[src/rtl/ternary_serial_subtractor.sv]
// Bit-serial unsigned ternary subtractor: diff = (A - B - Bin) mod 3^NTRITS, one trit per clock, LSB first.
// Trit encoding 2'b00/01/10 = 0/1/2; 2'b11 is illegal and yields err with zeroed results.
module ternary_serial_subtractor #(
    parameter int NTRITS = 4
) (
    input  logic                  clk,
    input  logic                  rst,
    input  logic                  in_valid,
    output logic                  in_ready,
    input  logic [2*NTRITS-1:0]   a,
    input  logic [2*NTRITS-1:0]   b,
    input  logic [1:0]            b_in,
    output logic                  out_valid,
    input  logic                  out_ready,
    output logic [2*NTRITS-1:0]   diff,
    output logic [1:0]            b_out,
    output logic                  err
);
    localparam int IW = (NTRITS > 1) ? $clog2(NTRITS) : 1;

    typedef enum logic [1:0] {IDLE, RUN, DONE} state_t;

    state_t                state_q, state_d;
    logic [IW-1:0]         idx_q, idx_d;
    logic [2*NTRITS-1:0]   a_q, a_d, b_q, b_d;
    logic                  borrow_q, borrow_d;
    logic [2*NTRITS-1:0]   diff_q, diff_d;
    logic [1:0]            bout_q, bout_d;
    logic                  err_q, err_d;

    logic [2*NTRITS-1:0]   a_sh, b_sh;
    logic [1:0]            ak, bk, dk;
    logic [3:0]            sub;
    logic                  nb;

    function automatic logic illegal_f(input logic [2*NTRITS-1:0] av,
                                       input logic [2*NTRITS-1:0] bv,
                                       input logic [1:0]          bi);
        logic bad;
        bad = bi[1];
        for (int k = 0; k < NTRITS; k++) begin
            if (av[2*k +: 2] == 2'b11 || bv[2*k +: 2] == 2'b11) bad = 1'b1;
        end
        return bad;
    endfunction

    always_ff @(posedge clk) begin
        if (rst) begin
            state_q  <= IDLE;
            idx_q    <= '0;
            a_q      <= '0;
            b_q      <= '0;
            borrow_q <= 1'b0;
            diff_q   <= '0;
            bout_q   <= 2'b00;
            err_q    <= 1'b0;
        end else begin
            state_q  <= state_d;
            idx_q    <= idx_d;
            a_q      <= a_d;
            b_q      <= b_d;
            borrow_q <= borrow_d;
            diff_q   <= diff_d;
            bout_q   <= bout_d;
            err_q    <= err_d;
        end
    end

    // Current trit step: sub = t + 3, so t < 0 exactly when sub < 3.
    always_comb begin
        a_sh = a_q >> {idx_q, 1'b0};
        b_sh = b_q >> {idx_q, 1'b0};
        ak   = a_sh[1:0];
        bk   = b_sh[1:0];
        sub  = {2'b00, ak} + 4'd3 - {2'b00, bk} - {3'b000, borrow_q};
        nb   = (sub < 4'd3);
        dk   = nb ? sub[1:0] : 2'(sub - 4'd3);
    end

    always_comb begin
        state_d   = state_q;
        idx_d     = idx_q;
        a_d       = a_q;
        b_d       = b_q;
        borrow_d  = borrow_q;
        diff_d    = diff_q;
        bout_d    = bout_q;
        err_d     = err_q;
        in_ready  = (state_q == IDLE) && !rst;
        out_valid = (state_q == DONE);
        case (state_q)
            IDLE: begin
                if (in_valid && in_ready) begin
                    a_d      = a;
                    b_d      = b;
                    borrow_d = b_in[0];
                    idx_d    = '0;
                    diff_d   = '0;
                    bout_d   = 2'b00;
                    err_d    = illegal_f(a, b, b_in);
                    state_d  = RUN;
                end
            end
            RUN: begin
                // Illegal operands still take the full latency, with results left at zero.
                if (!err_q) begin
                    for (int k = 0; k < NTRITS; k++) begin
                        if (idx_q == IW'(k)) diff_d[2*k +: 2] = dk;
                    end
                end
                borrow_d = nb;
                if (idx_q == IW'(NTRITS - 1)) begin
                    idx_d   = '0;
                    bout_d  = err_q ? 2'b00 : {1'b0, nb};
                    state_d = DONE;
                end else begin
                    idx_d = idx_q + 1'b1;
                end
            end
            DONE: begin
                if (out_ready) state_d = IDLE;
            end
            default: state_d = IDLE;
        endcase
    end

    assign diff  = diff_q;
    assign b_out = bout_q;
    assign err   = err_q;

endmodule
[config.mk]
export PLATFORM = sky130hd
export DESIGN_NAME = ternary_serial_subtractor
export DESIGN_NICKNAME = d
export VERILOG_FILES = /design/src/rtl/ternary_serial_subtractor.sv
export SDC_FILE = /design/constraint.sdc
export NUM_CORES = 1
export LEC_CHECK = 0
export ABC_AREA = 0
export BUFFER_PORTS_ARGS = -buffer_cell sky130_fd_sc_hd__clkbuf_2
export CORE_MARGIN = 2
export CORE_UTILIZATION = 45
export CTS_CLUSTER_SIZE = 16
export DETAILED_ROUTE_END_ITERATION = 10
export PLACE_DENSITY_LB_ADDON = 0.05
export RECOVER_POWER = 50
export SYNTH_ARGS = -nofsm -noshare
export SYNTH_HDL_FRONTEND = slang
export SYNTH_SLANG_ARGS = --single-unit
[constraint.sdc]
create_clock -name clk -period 3.85 [get_ports clk]
set_input_delay 0.385 -clock clk [delete_from_list [all_inputs] [get_ports clk]]
set_output_delay 0.385 -clock clk [all_outputs]
set_load 0.05 [all_outputs]
==> results.ini <==
[hold_path]
hold_path_class = in2reg
min_path_cells = 3
hold_path_end = b_q[4]
min-delay-start = b[4]

[routing]
final_antenna_net_count = 0
drtPass1Iterations = 5
vias = 1393
drc = 0
routed_wirelength_um = 3443
routedWlPerCell_um = 12.75
viasPerCell = 5.159
drt_iter0_drc = 88

[cells_and_area]
layout_commonest_cell = dfxtp_1
drive_gt1_share_pct = 19.37
nets = 253
diodes = 0
area_growth_pct = 15.72
fin_area_sq_um = 1953
fin_cells = 270
fillers = 360
final_cell_mix = 31 x dfxtp_1, 26 x nand2_1, 22 x clkbuf_2

[clocking]
clk_latency_ns = 0.27
cts.sinks = 31
cts-htree-levels = 2
clockBufferDepth = 2
cts_setup_buffers = 0
cts_root_buf = clkbuf_8
numCtsBuffers = 5
cts_tree = done
cts.repair.resized = 0
ctsHoldBuffers = 0
path_clk_slew_ns = 0.07

[placed_design]
io_buffer_count = 33
hpwl_um = 2661
place_inst = 262
pre_cts_slack_ns = 0.5070
place_area_sq_um = 1853
place_congestion = 0.8150

[synth]
synth_area_leader_cell = dfxtp_1
ys.warnings.count = 0
synth_area_per_cell_sq_um = 8.837
syn_nets = 223
async_flop_share_pct = 0
synth_edf_count = 0
ys_ff_latch = 31
synth_flop_cell = dfxtp_1
synth_top_area_share_pct = 36.77
ys_types = 38
synth_area_leaders = dfxtp_1 37%, ha_1 6.7%, nand2b_1 6.3%
synth_area_sq_um = 1688
ys_seq_area_share_pct = 36.77
netlist_instances = 191

[critical_path]
r2r-end = diff[0]
cp.arrival_ns = 3.46
start_kind = register
path_max_fanout = 7
worstRegToRegCells = 10
required_ns = 4.00
critPathKind = reg2reg
endpoint_kind = register
slowest_delay_ns = 0.55
crit_chain = mux4_2 -> ha_1 -> inv_1 -> ha_1 -> fa_1 -> ha_1 -> or3_4 -> o21ai_4 -> xor2_1 -> o31ai_1
rrSetupSlack_ns = 0.54
cpMostUsedCell = ha_1
crit-reg2reg-launch = idx_q[0]
cpMaxStageDelayCell = mux4_2

[timing]
setup_tns_ns = 0
hold_viol = 0
tightestPinTransition_ns = 1.415
clock.fmax_mhz = 302.3
period_share_pct = 85.91
skew_ns = 0.007394
relSlewSlack_pct = 5.635
slew_violations = 0
rsz0062_at_grt = no
report.final.setup_viol = 0
post-route-min-period_ns = 3.308
fin_ws_ns = 0.5423

[floorplanning]
die_area_sq_um = 4257
die_h_um = 65.25
io_pins = 35
die_w_um = 65.25
rows = 22
start_util_pct = 46.45
fp.coreArea_sq_um = 3633

[power_and_ir_drop]
vdd_drop_max_uv = 210.5
p_leak_uw = 0.0007507
p_per_area_nw_per_um2 = 487.7
power_uw = 952.5

[global_routing]
grt_overflow = 0
track_usage_pct = 17.96
grt_pass1_wl_um = 5858
grt_max_degree = 39
grt_antenna_before_repair = 0
grt_pass1_vias = 1310

[outcome]
outcome = finished, final reports clean

[flow_run]
drv_cap = 0

[critical path: cells and delay by family, from the launching register on]
| kind | cells | cell delay (ns) |
|---|---|---|
| simple gates | 1 | 0.37 |
| flops | 1 | 0.50 |
| xor+xnor | 1 | 0.33 |
| buf+inv | 1 | 0.04 |
| compound gates | 2 | 0.21 |
| fa+ha+maj | 4 | 1.17 |
| mux | 1 | 0.55 |
[cell families after synthesis]
| kind of cell | synth area share, % |
|---|---|
| buffers and inverters | 7.634 |
| and+or+nand+nor | 24.39 |
| other | 0.2222 |
| AOI/OAI and AO/OA | 16.68 |
| adders and majority gates | 7.858 |
| muxes | 5.931 |
| DFF | 36.77 |
| xor gates and xnor gates | 0.5190 |
[where the power goes]
group          switching (uW)  internal [uW]  leakage [uW]
combinational             155            102      0.000436
clock                     116            209     0.0000612
sequential               23.0            348      0.000254
total                     294            658      0.000751
[synth_stat cells (2+ instances only)]
cell and n:
a21oi_1 10, a21oi_2 2, a22oi_1 3, a31oi_1 2, buf_4 3, buf_6 3
clkbuf_1 4, dfxtp_1 31, ha_1 9, inv_1 14, mux4_2 4, nand2_1 26
nand2b_1 17, nand3_1 5, nand3b_1 5, nor2_1 5, nor2b_1 3, nor3_1 2
nor3b_1 2, o21ai_0 17, o21ai_1 3, o31ai_1 5
[how the worst max path moves through the flow]
stage                     startpoint  endpoint  slack (ns)
after floorplan             idx_q[1]   diff[1]        0.67
after detailed placement    idx_q[0]   diff[0]        0.51
after global routing        idx_q[0]   diff[1]        0.34
after CTS                   idx_q[0]   diff[0]        0.51
after global placement      idx_q[0]   diff[1]        0.67
final                       idx_q[0]   diff[0]        0.54
[registers in the layout, summed over array words and instances, names as in the netlist]
name / cells
a_q: 8
b_q: 8
diff: 8
idx_q: 2
state_q: 2
b_out: 1
borrow_q: 1
err: 1
[layer usage]
metal | global-route usage (%) | vias to the layer above | part of all wire (%)
li1 | - | 714 | -
met1 | 24.86 | 654 | 50
met2 | 27.93 | 23 | 46
met3 | 3.596 | 2 | 3.6
met4 | 6.250 | 0 | 0.64
met5 | 0 | - | 0
[stage by stage]
| stage | utilization (%) | hold WS, ns |
|---|---|---|
| 6_report | 53.75 | 0.3247 |
| 5_1_grt | 53.75 | 0.3280 |
| 4_1_cts | 54.24 | 0.3155 |
| 3_5_place_dp | 51.00 | 0.4478 |
| 3_3_place_gp | 51.00 | 0.4532 |
| 2_1_floorplan | - | 0.4333 |
[cell type report]
class | instances | area [sq um] | share of cell area [%]
Inverter | 14 | 52.55 | 2.691
Tap cell | 48 | 60.06 | 3.075
Clock inverter | 2 | 35.03 | 1.794
Timing Repair Buffer | 34 | 155.1 | 7.944
Multi-Input combinational cell | 135 | 947.2 | 48.49
Sequential cell | 31 | 620.6 | 31.77
Clock buffer | 6 | 82.58 | 4.228
Note: power is estimated with default switching activity, not from simulation.
